File: config.mk
export PLATFORM = sky130hd
export DESIGN_NAME = ins_fetch_q
export DESIGN_NICKNAME = d
export VERILOG_FILES = /design/src/rtl/ins_fetch_q.sv
export SDC_FILE = /design/constraint.sdc
export NUM_CORES = 1
export LEC_CHECK = 0
export BUFFER_PORTS_ARGS = -buffer_cell sky130_fd_sc_hd__buf_2
export CAP_MARGIN = 20
export CORE_UTILIZATION = 45
export DETAILED_ROUTE_END_ITERATION = 10
export PLACE_DENSITY_LB_ADDON = 0.12
export SYNTH_ARGS = -nofsm -noshare
export SYNTH_HDL_FRONTEND = slang
export SYNTH_SLANG_ARGS = --single-unit
export TNS_END_PERCENT = 10
File: constraint.sdc
create_clock -name clk -period 3.23 [get_ports clk]
set_input_delay 0.646 -clock clk [delete_from_list [all_inputs] [get_ports clk]]
set_output_delay 0.646 -clock clk [all_outputs]
set_load 0.02 [all_outputs]
File: src/rtl/ins_fetch_q.sv
`default_nettype none
// ----------------------------------------------------------------------------
// Module   : ins_fetch_q
// Brief    : PC/fetch unit with static next-PC rules and an FQ_DEPTH-entry
//            decoupling queue feeding the decoder. Define IF_RVC_EN for RVC.
// Revision : 1.0
// ----------------------------------------------------------------------------
module ins_fetch_q #(
    parameter int                 DAT_W    = 32,
    parameter int                 FQ_DEPTH = 4,
    parameter int                 FQ_AW    = 2,
    parameter logic [DAT_W-1:0]   RST_PC   = '0
) (
    input  logic                  clk,
    input  logic                  rst,
    input  logic                  en,
    input  logic                  ic_en_i,
    input  logic [DAT_W-1:0]      ic_ins_i,
    output logic                  ic_en_o,
    output logic [DAT_W-1:0]      ic_pc_o,
    input  logic                  br_flag_i,
    input  logic                  br_abr_i,
    input  logic [DAT_W-1:0]      br_tpc_i,
    input  logic [DAT_W-1:0]      br_cbt_i,
    output logic [DAT_W-1:0]      bp_pc_o,
    input  logic                  bp_br_i,
    output logic                  bp_en_o,
    output logic                  bp_abr_o,
    output logic [DAT_W-1:0]      bp_tpc_o,
    output logic                  is_en_o,
    output logic                  is_ic_o,
    output logic [DAT_W-1:0]      is_ins_o,
    output logic [DAT_W-1:0]      is_pc_o,
    output logic                  is_pbr_o,
    input  logic                  full_i,
    output logic [FQ_AW:0]        fq_cnt_o
);

    localparam logic [FQ_AW:0]   c_depth = (FQ_AW+1)'(FQ_DEPTH);
    localparam logic [DAT_W-1:0] c_four  = DAT_W'(4);

    logic [DAT_W-1:0] r_pc;
    logic [FQ_AW-1:0] r_head;
    logic [FQ_AW-1:0] r_tail;
    logic [FQ_AW:0]   r_cnt;
    logic             r_ic_en;
    logic             r_is_en;
    logic             r_is_ic;
    logic             r_is_pbr;
    logic [DAT_W-1:0] r_is_ins;
    logic [DAT_W-1:0] r_is_pc;

    logic [DAT_W-1:0] r_q_pc  [FQ_DEPTH];
    logic [DAT_W-1:0] r_q_ins [FQ_DEPTH];
    logic             r_q_ic  [FQ_DEPTH];
    logic             r_q_pbr [FQ_DEPTH];

    logic             w_enq;
    logic             w_deq;
    logic             w_is_c;
    logic [DAT_W-1:0] w_imm_j;
    logic [DAT_W-1:0] w_imm_b;
    logic [DAT_W-1:0] w_npc;

    // Both decisions use the start-of-cycle count: no same-cycle bypass.
    assign w_enq = ic_en_i && (r_cnt < c_depth);
    assign w_deq = (r_cnt != '0) && !full_i;

    assign w_imm_j = {{(DAT_W-21){ic_ins_i[31]}}, ic_ins_i[31], ic_ins_i[19:12],
                      ic_ins_i[20], ic_ins_i[30:21], 1'b0};
    assign w_imm_b = {{(DAT_W-13){ic_ins_i[31]}}, ic_ins_i[31], ic_ins_i[7],
                      ic_ins_i[30:25], ic_ins_i[11:8], 1'b0};

`ifdef IF_RVC_EN
    localparam logic [DAT_W-1:0] c_two = DAT_W'(2);
    logic [DAT_W-1:0] w_imm_cj;
    logic [DAT_W-1:0] w_imm_cb;
    logic [4:0]       w_cop;

    assign w_is_c   = (ic_ins_i[1:0] != 2'b11);
    assign w_cop    = {ic_ins_i[15:13], ic_ins_i[1:0]};
    assign w_imm_cj = {{(DAT_W-12){ic_ins_i[12]}}, ic_ins_i[12], ic_ins_i[8],
                       ic_ins_i[10:9], ic_ins_i[6], ic_ins_i[7], ic_ins_i[2],
                       ic_ins_i[11], ic_ins_i[5:3], 1'b0};
    assign w_imm_cb = {{(DAT_W-9){ic_ins_i[12]}}, ic_ins_i[12], ic_ins_i[6:5],
                       ic_ins_i[2], ic_ins_i[11:10], ic_ins_i[4:3], 1'b0};
`else
    assign w_is_c   = 1'b0;
`endif

    always_comb begin
        w_npc = r_pc + c_four;
`ifdef IF_RVC_EN
        if (w_is_c) begin
            w_npc = r_pc + c_two;
            if (w_cop == 5'b00101 || w_cop == 5'b10101)
                w_npc = r_pc + w_imm_cj;
            else if ((w_cop == 5'b11001 || w_cop == 5'b11101) && bp_br_i)
                w_npc = r_pc + w_imm_cb;
        end else
`endif
        if (ic_ins_i[6:0] == 7'b1101111)
            w_npc = r_pc + w_imm_j;
        else if (ic_ins_i[6:0] == 7'b1100011 && bp_br_i)
            w_npc = r_pc + w_imm_b;
    end

    always_ff @(posedge clk) begin
        if (rst) begin
            r_pc     <= RST_PC;
            r_head   <= '0;
            r_tail   <= '0;
            r_cnt    <= '0;
            r_ic_en  <= 1'b0;
            r_is_en  <= 1'b0;
            r_is_ic  <= 1'b0;
            r_is_pbr <= 1'b0;
            r_is_ins <= '0;
            r_is_pc  <= '0;
        end else if (!en) begin
            r_ic_en  <= 1'b0;
            r_is_en  <= 1'b0;
        end else if (br_flag_i) begin
            r_pc     <= br_cbt_i;
            r_head   <= '0;
            r_tail   <= '0;
            r_cnt    <= '0;
            r_ic_en  <= 1'b0;
            r_is_en  <= 1'b0;
        end else begin
            r_ic_en <= !ic_en_i && (r_cnt < c_depth);
            if (w_enq) begin
                r_pc   <= w_npc;
                r_tail <= r_tail + 1'b1;
            end
            r_is_en <= w_deq;
            if (w_deq) begin
                r_is_pc  <= r_q_pc[r_head];
                r_is_ins <= r_q_ins[r_head];
                r_is_ic  <= r_q_ic[r_head];
                r_is_pbr <= r_q_pbr[r_head];
                r_head   <= r_head + 1'b1;
            end
            if (w_enq && !w_deq)
                r_cnt <= r_cnt + 1'b1;
            else if (!w_enq && w_deq)
                r_cnt <= r_cnt - 1'b1;
        end
    end

    // Payload storage needs no reset; validity is tracked by r_cnt.
    always_ff @(posedge clk) begin
        if (!rst && en && !br_flag_i && w_enq) begin
            r_q_pc[r_tail]  <= r_pc;
            r_q_ins[r_tail] <= ic_ins_i;
            r_q_ic[r_tail]  <= w_is_c;
            r_q_pbr[r_tail] <= bp_br_i;
        end
    end

    assign ic_en_o  = r_ic_en;
    assign ic_pc_o  = r_pc;
    assign bp_pc_o  = r_pc;
    assign bp_en_o  = br_flag_i;
    assign bp_abr_o = br_abr_i;
    assign bp_tpc_o = br_tpc_i;
    assign is_en_o  = r_is_en;
    assign is_ic_o  = r_is_ic;
    assign is_ins_o = r_is_ins;
    assign is_pc_o  = r_is_pc;
    assign is_pbr_o = r_is_pbr;
    assign fq_cnt_o = r_cnt;

endmodule
`default_nettype wire

=== Word-level counts from Yosys, hierarchy flattened ===
Memory sizes are Yosys's and may differ from the RTL's. A register that Yosys moved wholly into a read port is not among the register bits.
Cells that the tools add are included.

* Reduce and logical (&&, ||, !) cells: 24
* Bitwise operators: 2
* Equality and inequality tests: 2
* Add/sub/neg operators: 7
* Muxes and demuxes: 13
* Magnitude comparators: 1

{| class="wikitable"
|+ Operators with widths
! operator !! count
|-
| two-way mux 32 bit || 4
|-
| adder 32 bit || 2
|-
| adder 32 x 3 -> 32 bit, second input constant || 1
|-
| equality test 7 bit, second input constant || 2
|-
| logical AND 1 bit || 9
|-
| two-way mux 3 bit || 3
|-
| two-way mux 2 bit || 4
|-
| logical NOT 1 bit || 6
|-
| AND reduction 2 bit || 3
|-
| nonzero test 3 bit || 2
|-
| adder 2 x 1 -> 2 bit, second input constant || 2
|-
| nonzero test 2 bit || 2
|-
| adder 3 x 1 -> 3 bit, second input constant || 1
|-
| < comparator 3 bit, second input constant || 1
|-
| AND reduction 3 bit || 1
|-
| OR reduction 3 bit || 1
|-
| subtractor 3 x 1 -> 3 bit, second input constant || 1
|-
| two-way mux 1 bit || 2
|-
| inverter 1 bit || 2
|}

* Memories kept: 3
* Logic and storage cells: 59
* Bits of input ports: 104
* RAM bits: 260
* Register bits after elaboration: 42
* Output and inout port bits: 169

{| class="wikitable"
|+ Memories
! memory !! depth !! width !! rd ports !! clocked after memory_dff !! wr ports !! RTL line !! RTL
|-
| r_q_ins || 4 || 32 || 1 || 1 || 1 || 54 || <nowiki>logic [DAT_W-1:0] r_q_ins [FQ_DEPTH];</nowiki>
|-
| r_q_pc || 4 || 32 || 1 || 1 || 1 || 53 || <nowiki>logic [DAT_W-1:0] r_q_pc [FQ_DEPTH];</nowiki>
|-
| r_q_pbr || 4 || 1 || 1 || 1 || 1 || 56 || <nowiki>logic r_q_pbr [FQ_DEPTH];</nowiki>
|}

=== Longest topological paths before layout ===
Gate-level depths: netlist of the first run.

* Word-level depth: 7
* Depth in mapped cells: 12
* Mapped depth without buffers: 12

=== Worst setup path after synthesis of the first run ===
OpenSTA, ideal clock, no wires.

* Path kind: input to register
* Start: in ic_en_i
* End: mem r_q_ins[2][0], enable pin
* Path slack: -223 ps
* Arrival time: 3023 ps
* Buffers on the path: 0
* Data required time: 2800 ps
* Stages: 4
* Setup time: 430 ps
* Cell sequence: nor2b_1 -> o21ai_1 -> nor3_1 -> and2_1

* Longest elaborated chain between the ends: 4

{| class="wikitable"
|+ Ends and longest elaborated chain
! element !! RTL line !! RTL
|-
| from (decl) || 17 || <nowiki>input logic ic_en_i,</nowiki>
|-
| logical AND 1 bit || 66 || <nowiki>assign w_enq = ic_en_i && (r_cnt < c_depth);</nowiki>
|-
| logical AND 1 bit || 153 || <nowiki>if (!rst && en && !br_flag_i && w_enq) begin</nowiki>
|-
| two-way mux 1 bit || 153 ||
|-
| two-way mux 1 bit (not written as such) || 155 || <nowiki>r_q_ins[r_tail] <= ic_ins_i;</nowiki>
|-
| to (decl) || 54 ||
|}

No other way between the ends.

=== Worst setup path after layout of the first run ===
* Start: reg r_pc[1], in the netlist bp_pc_o[1]
* End: reg r_pc[27], in the netlist bp_pc_o[27]

* Longest elaborated chain between the ends: 5
* Elaborated cells on any way between the ends: 7
* Classes of those cells: add/sub (3); mux (4)

{| class="wikitable"
|+ Ends and longest elaborated chain
! element !! RTL line !! RTL
|-
| from (decl) || 42 || <nowiki>logic [DAT_W-1:0] r_pc;</nowiki>
|-
| from (signal assigned) || 124 || <nowiki>r_pc <= br_cbt_i;</nowiki>
|-
| from (signal assigned) || 133 || <nowiki>r_pc <= w_npc;</nowiki>
|-
| adder 32 x 3 -> 32 bit / adder 32 bit (equally long branches) || 92, 105 ||
|-
| two-way mux 32 bit || 104 || <nowiki>else if (ic_ins_i[6:0] == 7'b1100011 && bp_br_i)</nowiki>
|-
| two-way mux 32 bit * || 102 || <nowiki>if (ic_ins_i[6:0] == 7'b1101111)</nowiki>
|-
| two-way mux 32 bit * || 132 || <nowiki>if (w_enq) begin</nowiki>
|-
| two-way mux 32 bit * || 123 || <nowiki>end else if (br_flag_i) begin</nowiki>
|}

Mark *: on every way between the ends. The rest lies on a longest branch, timed or not. The select of a mux whose other input is x is not followed.
A chain may end at the register's enable or synchronous reset.

==> parameters.txt, run 1 <==
Parameter                              Value

Clocking
  Insertion delay of the later-clocked pin in the worst-skew pair ... 0.57 ns
  CTS Root Buffer Type ... sky130_fd_sc_hd__clkbuf_16
  Count of clock tree sinks ... 366
  H-tree depth reported by CTS ... 2
  Num CTS Buffers ... 40
  Clock input transition at the sequential cells of the worst setup and hold paths ... 0.06 ns
  CTS tree ... yes
  Hold buffer count at CTS ... 0
  Number of gates resized after cts ... 0
  Max clock buf depth ... 3
  Number of setup buffers added after CTS ... 0

Route
  Number of iterations in the first detailed-routing pass ... 5
  Remaining routing DRC violations ... 0
  Per-cell via count in the routed design ... 5.727
  Drt initial violations ... 1119
  Routed vias ... 13429
  Final wirelength ... 51420 um
  Remaining antenna violation count after routing ... 0
  Wirelength per Cell ... 21.93 um

Yosys
  Distinct cell type count after synthesis ... 70
  Cell types occupying the most area after synthesis ... sky130_fd_sc_hd__edfxtp_1 44%, sky130_fd_sc_hd__dfxtp_1 12%, sky130_fd_sc_hd__mux4_2 8.2%
  Post-synth design cell area ... 17810 um2
  FFs w/ async S/R, synth ... 0
  Commonest register cell after synthesis ... sky130_fd_sc_hd__edfxtp_1
  Post-synth EDFFs ... 260
  Dominant cell type by area after synthesis ... sky130_fd_sc_hd__edfxtp_1
  Ranking of synthesized cells by instance count ... 260 x sky130_fd_sc_hd__edfxtp_1, 208 x sky130_fd_sc_hd__nand2_1, 149 x sky130_fd_sc_hd__a21oi_1, 106 x sky130_fd_sc_hd__dfxtp_1, 75 x sky130_fd_sc_hd__nor2_1
  Post-synthesis sequential area ratio ... 0.5574
  Synth Warn # ... 0
  Number of instances in the synthesized netlist ... 1526
  Most frequent cell after synthesis ... sky130_fd_sc_hd__edfxtp_1
  Mean cell area of the mapped netlist ... 11.67 um2
  Post-Syn Nets ... 1681
  Portion of synthesized cell area occupied by the leading cell type ... 0.4383
  Synthesis-stage register bit count ... 366

Timing
  Unrepaired setup endpoints after global routing ... false
  Worst rel slew slack ... 0.4817
  Peak clock frequency supported by timing ... 0.3234 GHz
  Final critical delay including setup and external delays ... 3.092 ns
  Share of the clock period used by the worst path ... 0.9573
  Fin Clk Skew ... 0.01818 ns
  Max Slew Vio Count ... 0
  Final hold violations ... 0
  Slew at the pin with the worst max-slew slack ... 0.7746 ns
  Endpoints failing setup ... 0
  Setup tns final ... 0 ns

Floorplanning
  Total Die Area ... 40380 um2
  Chip width ... 201.0 um
  Height of the chip ... 201.0 um
  Number of cell rows ... 72
  IO Count ... 273
  Core Region ... 38830 um2
  Initial Util ... 0.4588

Setup path
  Required @ worst endpoint ... 3.69 ns
  Setup Crit Path Kind ... flop to flop
  Data arrival time of the critical path ... 3.55 ns
  Worst setup startpoint ... bp_pc_o[1]
  Origin of the critical flop-to-flop path ... bp_pc_o[1]
  Critical path launch point type ... flop
  Critical Path End Type ... flop
  Highest net fanout along the worst path ... 3

Layout
  Area used by sequential logic in the layout ... 9937 um2
  Number of fill cells in the layout ... 3317
  Cell Count, Final, Fillers Out ... 2345
  Proportion of layout cells with a drive suffix above 1 ... 0.2886
  Footprint of the multi-input gates ... 6960 um2
  Area added between synthesis and finish ... 20.99%
  Final Net Count ... 1949

Power
  Static leakage ... 8.222 nW
  Power share of the combinational group ... 0.124
  Net switching power figure ... 2.780 mW
  Total power density per cell area ... 520.7 nW/um2
  Fraction of power spent switching nets ... 0.2477
  Post-layout power ... 11.22 mW
  Sequential Power Share ... 0.459
  Internal power ... 8.442 mW
  Clock group share of total power ... 0.417
  Max VDD drop ... 0.0003502 V

Global routing
  Via count of the first global-routing pass ... 12804
  Maximum number of pins on one net before global-route repair ... 62
  GRT Util Overall ... 0.2552
  Initial antenna violation count ... 0
  Overflow left after global routing ... 0
  Wire length of the first global-routing pass ... 77890 um

Flow run
  Max Cap Violations ... 0

Placed design
  Dpl hpwl ... 36310 um
  Routability-driven placement congestion ratio ... 0.9398
  Number of buffers added on ports ... 205
  Post-placement cell count ... 2270

Hold path
  Launch instance of the worst min-delay path ... ic_en_i
  Hold Path Class ... input port to flop

Outcome
  Status ... finished clean
==> cells by family after synthesis <==
family | count (synthesis) | share of synthesized area
XOR/XNOR | 53 | 0.02606
other | 1 | 0.0002105
multiplexers | 74 | 0.08759
flip-flops | 366 | 0.5574
AND/OR/NAND/NOR | 436 | 0.1110
AO/OA/AOI/OAI | 364 | 0.1273
buffers and inverters | 181 | 0.05331
adder cells (fa/ha/maj) | 51 | 0.03709
==> area by class of cell <==
class,instances,area share
Inverter,27,0.004702
Clock buffer,55,0.05236
Antenna cell,1,0.0001161
Sequential cell,366,0.4610
Tap cell,518,0.03007
Timing Repair Buffer,380,0.1180
Clock inverter,19,0.01080
Multi-Input combinational cell,979,0.3229
==> power groups by stage <==
| stage | registers (mW) | logic [mW] | clock network, mW |
|---|---|---|---|
| floorplan | 5.32 | 0.794 | 0 |
| global placement | 5.25 | 1.37 | 0 |
| detailed placement | 5.26 | 1.37 | 0 |
| CTS | 5.15 | 1.38 | 4.78 |
| global route | 5.16 | 1.51 | 4.94 |
| finish | 5.16 | 1.39 | 4.68 |
==> routing by layer <==
metal / share of wire / vias up / track usage
met4: 0.025 / 0 / 0.08479
met2: 0.46 / 503 / 0.3943
met3: 0.069 / 87 / 0.04675
met1: 0.45 / 6633 / 0.3626
met5: 0 / - / 0
li1: - / 6206 / -
==> flip-flops by register name, indices dropped and copies added (netlist names) <==
name	cells
bp_pc_o	32
fq_cnt_o	3
ic_en_o	1
is_en_o	1
is_ins_o	32
is_pbr_o	1
is_pc_o	32
r_head	2
r_q_ins	128
r_q_pbr	4
r_q_pc	128
r_tail	2
==> cell usage in the layout (no fill, tap or decap), types with 5 or more instances in the layout <==
cell type                   instances
sky130_fd_sc_hd__dfxtp_1          102
sky130_fd_sc_hd__edfxtp_1         260
sky130_fd_sc_hd__nor3b_1            5
sky130_fd_sc_hd__xnor2_1           29
sky130_fd_sc_hd__o21ai_0           57
sky130_fd_sc_hd__o21a_1             6
sky130_fd_sc_hd__a221oi_1           8
sky130_fd_sc_hd__xor2_1            24
sky130_fd_sc_hd__ha_1              48
sky130_fd_sc_hd__a31oi_1           15
sky130_fd_sc_hd__a21oi_1          148
sky130_fd_sc_hd__or3_1              5
sky130_fd_sc_hd__nand3b_1          10
sky130_fd_sc_hd__nand3_1           31
sky130_fd_sc_hd__a21o_1            24
sky130_fd_sc_hd__clkbuf_16         41
sky130_fd_sc_hd__nor2b_1            7
sky130_fd_sc_hd__buf_4            160
sky130_fd_sc_hd__nand2_1          208
sky130_fd_sc_hd__and2_1             7
sky130_fd_sc_hd__and3_1            15
sky130_fd_sc_hd__buf_12            16
sky130_fd_sc_hd__a211oi_1          21
sky130_fd_sc_hd__nand4_1           10
sky130_fd_sc_hd__clkbuf_8           5
sky130_fd_sc_hd__a211o_1            5
sky130_fd_sc_hd__clkinv_2           7
sky130_fd_sc_hd__mux4_2            65
sky130_fd_sc_hd__buf_2            204
sky130_fd_sc_hd__mux2i_1            7
sky130_fd_sc_hd__o211ai_1          18
sky130_fd_sc_hd__inv_1             27
sky130_fd_sc_hd__clkbuf_1           9
sky130_fd_sc_hd__nor2_1            74
sky130_fd_sc_hd__nor4_1             7
sky130_fd_sc_hd__o31ai_1           13
sky130_fd_sc_hd__nor3_1            30
sky130_fd_sc_hd__nand2b_1          11
==> path summary, 6_finish.rpt <==
check | to | slack, ns | cells after the start
hold / removal | ic_en_o | 0.30 | 2
hold reg to reg | is_ins_o[13] | 0.45 | 2
setup reg to reg | bp_pc_o[27] | 0.14 | 12
setup / recovery | bp_pc_o[27] | 0.14 | 12
==> per-stage QoR <==
| step | cell area [um2] | utilization | hold WS (ns) | worst slack [ns] |
|---|---|---|---|---|
| final | 21550 | 0.5551 | 0.2963 | 0.1379 |
| after global routing | 21550 | 0.5550 | 0.2889 | 0.0001372 |
| after detailed placement | 20180 | 0.5198 | 0.4439 | -0.1984 |
| after CTS | 21540 | 0.5549 | 0.2672 | 0.1463 |
| after global placement | 20180 | 0.5198 | 0.4393 | -0.1965 |
| after floorplan | 17810 | - | 0.5124 | -0.2222 |
==> worst max-delay path: stages, from the launching register on <==
cell and delay [ns]:
sky130_fd_sc_hd__dfxtp_1 0.42, sky130_fd_sc_hd__ha_1 0.20, sky130_fd_sc_hd__inv_1 0.06, sky130_fd_sc_hd__fa_1 0.38, sky130_fd_sc_hd__nand2b_1 0.18, sky130_fd_sc_hd__a21o_1 0.20
sky130_fd_sc_hd__a21oi_1 0.23, sky130_fd_sc_hd__o21a_1 0.19, sky130_fd_sc_hd__o311a_1 0.23, sky130_fd_sc_hd__o41a_1 0.22, sky130_fd_sc_hd__mux2_4 0.32, sky130_fd_sc_hd__a221oi_2 0.26
sky130_fd_sc_hd__o41ai_1 0.09
(Power assumes the default switching activity.)
==> run 2: changes to the inputs <==
==> constraint.sdc (replaced) <==
create_clock -name clk -period 3.1 [get_ports clk]
set_input_delay 0.62 -clock clk [delete_from_list [all_inputs] [get_ports clk]]
set_output_delay 0.62 -clock clk [all_outputs]
set_load 0.02 [all_outputs]
==> run 2 against run 1 <==
  * Clock power increased by 8.1%
  * Non-clock buffer count increased by 39
  * Critical path depth decreased by 4
  * Critical path type unchanged
==> parameters.txt, run 2 (synthesis results as in run 1) <==
Parameter                              Value

Outcome
  Status ... finished clean

Floorplanning
  Chip width ... 201.0 um
  IO Count ... 273
  Total Die Area ... 40380 um2
  Height of the chip ... 201.0 um
  Initial Util ... 0.4588
  Core Region ... 38830 um2
  Number of cell rows ... 72

Route
  Remaining antenna violation count after routing ... 0
  Per-cell via count in the routed design ... 5.651
  Drt initial violations ... 819
  Routed vias ... 13478
  Number of iterations in the first detailed-routing pass ... 7
  Remaining routing DRC violations ... 0
  Wirelength per Cell ... 22.03 um
  Final wirelength ... 52530 um

Hold path
  Hold Path Class ... input port to flop

Setup path
  Register-to-register path setup slack ... 0.11 ns
  Largest delay share family, worst path ... compound AO/OA/AOI/OAI gates
  Critical Path End Type ... flop
  Data arrival time of the critical path ... 3.43 ns
  Highest net fanout along the worst path ... 5
  Worst path bufs/invs ... 0
  Critical path launch point type ... flop
  Required @ worst endpoint ... 3.54 ns
  Slowest Stage Delay on Critical Path ... 0.61 ns
  Slowest stage cell on the critical path ... sky130_fd_sc_hd__dfxtp_1
  Ordered list of cells on the worst path ... ha_1 > a21oi_1 > nand3_1 > o311a_1 > o41a_1 > mux2_4 > a221oi_2 > o41ai_1
  Setup Crit Path Kind ... flop to flop

Timing
  Slew at the pin with the worst max-slew slack ... 0.7890 ns
  Final critical delay including setup and external delays ... 2.995 ns
  Setup tns final ... 0 ns
  Fin Clk Skew ... 0.01343 ns
  Endpoints failing setup ... 0
  Peak clock frequency supported by timing ... 0.3339 GHz
  Share of the clock period used by the worst path ... 0.9660
  Unrepaired setup endpoints after global routing ... true
  Final hold violations ... 0
  Max Slew Vio Count ... 0
  Worst rel slew slack ... 0.4721
  Worst hold slack after final layout ... 0.2736 ns

Layout
  Cell Count, Final, Fillers Out ... 2385
  Final Net Count ... 1989
  Number of fill cells in the layout ... 3301
  Commonest cells after routing, fill and taps aside ... 260 x sky130_fd_sc_hd__edfxtp_1, 208 x sky130_fd_sc_hd__nand2_1, 204 x sky130_fd_sc_hd__buf_2, 196 x sky130_fd_sc_hd__buf_4, 148 x sky130_fd_sc_hd__a21oi_1
  Most common cell after layout, fill and taps aside ... sky130_fd_sc_hd__edfxtp_1
  Proportion of layout cells with a drive suffix above 1 ... 0.3069
  Area added between synthesis and finish ... 23.16%
  Leading registers by flop count ... r_q_ins x128, r_q_pc x128
  Antenna cells ... 0

Clocking
  H-tree depth reported by CTS ... 2
  Number of setup buffers added after CTS ... 0
  Num CTS Buffers ... 41
  Max clock buf depth ... 3
  CTS Root Buffer Type ... sky130_fd_sc_hd__clkbuf_16
  CTS tree ... yes
  Clock input transition at the sequential cells of the worst setup and hold paths ... 0.06 ns
  Insertion delay of the later-clocked pin in the worst-skew pair ... 0.56 ns
  Count of clock tree sinks ... 366

Power
  Total power density per cell area ... 543.7 nW/um2
  Max VDD drop ... 0.0005017 V
  Static leakage ... 8.459 nW
  Post-layout power ... 11.93 mW

Global routing
  Overflow left after global routing ... 0
  GRT Util Overall ... 0.2607
  Wire length of the first global-routing pass ... 79610 um
  Via count of the first global-routing pass ... 13225
  Maximum number of pins on one net before global-route repair ... 62
  Initial antenna violation count ... 3

Placed design
  Number of buffers added on ports ... 205
  Routability-driven placement congestion ratio ... 0.9102
  Dpl hpwl ... 37590 um
  Post-placement cell count ... 2309

Flow run
  Max Cap Violations ... 0
==> run 2: path summary, 6_finish.rpt <==
path / from / end / depth (start not counted)
max: bp_pc_o[16] / bp_pc_o[27] / 8
min: ic_en_i / ic_en_o / 2
max reg2reg: bp_pc_o[16] / bp_pc_o[27] / 8
min reg2reg: is_ins_o[29] / is_ins_o[29] / 2
==> run 2: metal layers <==
metal / part of all wire / routed length (um) / global-route usage / up-vias
li1: - / - / - / 6275
met1: 0.45 / 23850 / 0.3697 / 6641
met2: 0.46 / 24240 / 0.4160 / 468
met3: 0.058 / 3034 / 0.03393 / 92
met4: 0.026 / 1391 / 0.08261 / 2
met5: 0.00015 / 8 / 0 / -
==> run 2: final cells by class <==
cell class,instances,area (um2),share of cell area
Inverter,27,101.3,0.004620
Multi-Input combinational cell,979,6963,0.3174
Clock buffer,56,1155,0.05264
Timing Repair Buffer,419,2873,0.1309
Tap cell,518,648.1,0.02954
Clock inverter,20,260.3,0.01186
Sequential cell,366,9938,0.4530
==> run 2: metrics by stage <==
step / setup WS [ns] / utilization / area [um2]
final: 0.1053 / 0.5650 / 21940
after global routing: -0.02585 / 0.5650 / 21940
after CTS: 0.05995 / 0.5649 / 21930
after detailed placement: -0.2778 / 0.5283 / 20510
after global placement: -0.2899 / 0.5283 / 20510
after floorplan: -0.3262 / - / 17810
==> run 2: timing repair <==
action / 4_1_cts / 5_1_grt
resized for setup: 1 / 6
pin swaps: 1 / 1
hold buffers: 0 / 0
endpoints found under the setup margin: 1 / 12
==> run 2: report_power, final <==
group | switching [mW] | internal [mW] | leakage, nW
sequential | 0.0598 | 5.31 | 3.25
combinational | 0.880 | 0.612 | 4.52
clock | 2.01 | 3.05 | 0.697
total | 2.95 | 8.98 | 8.46
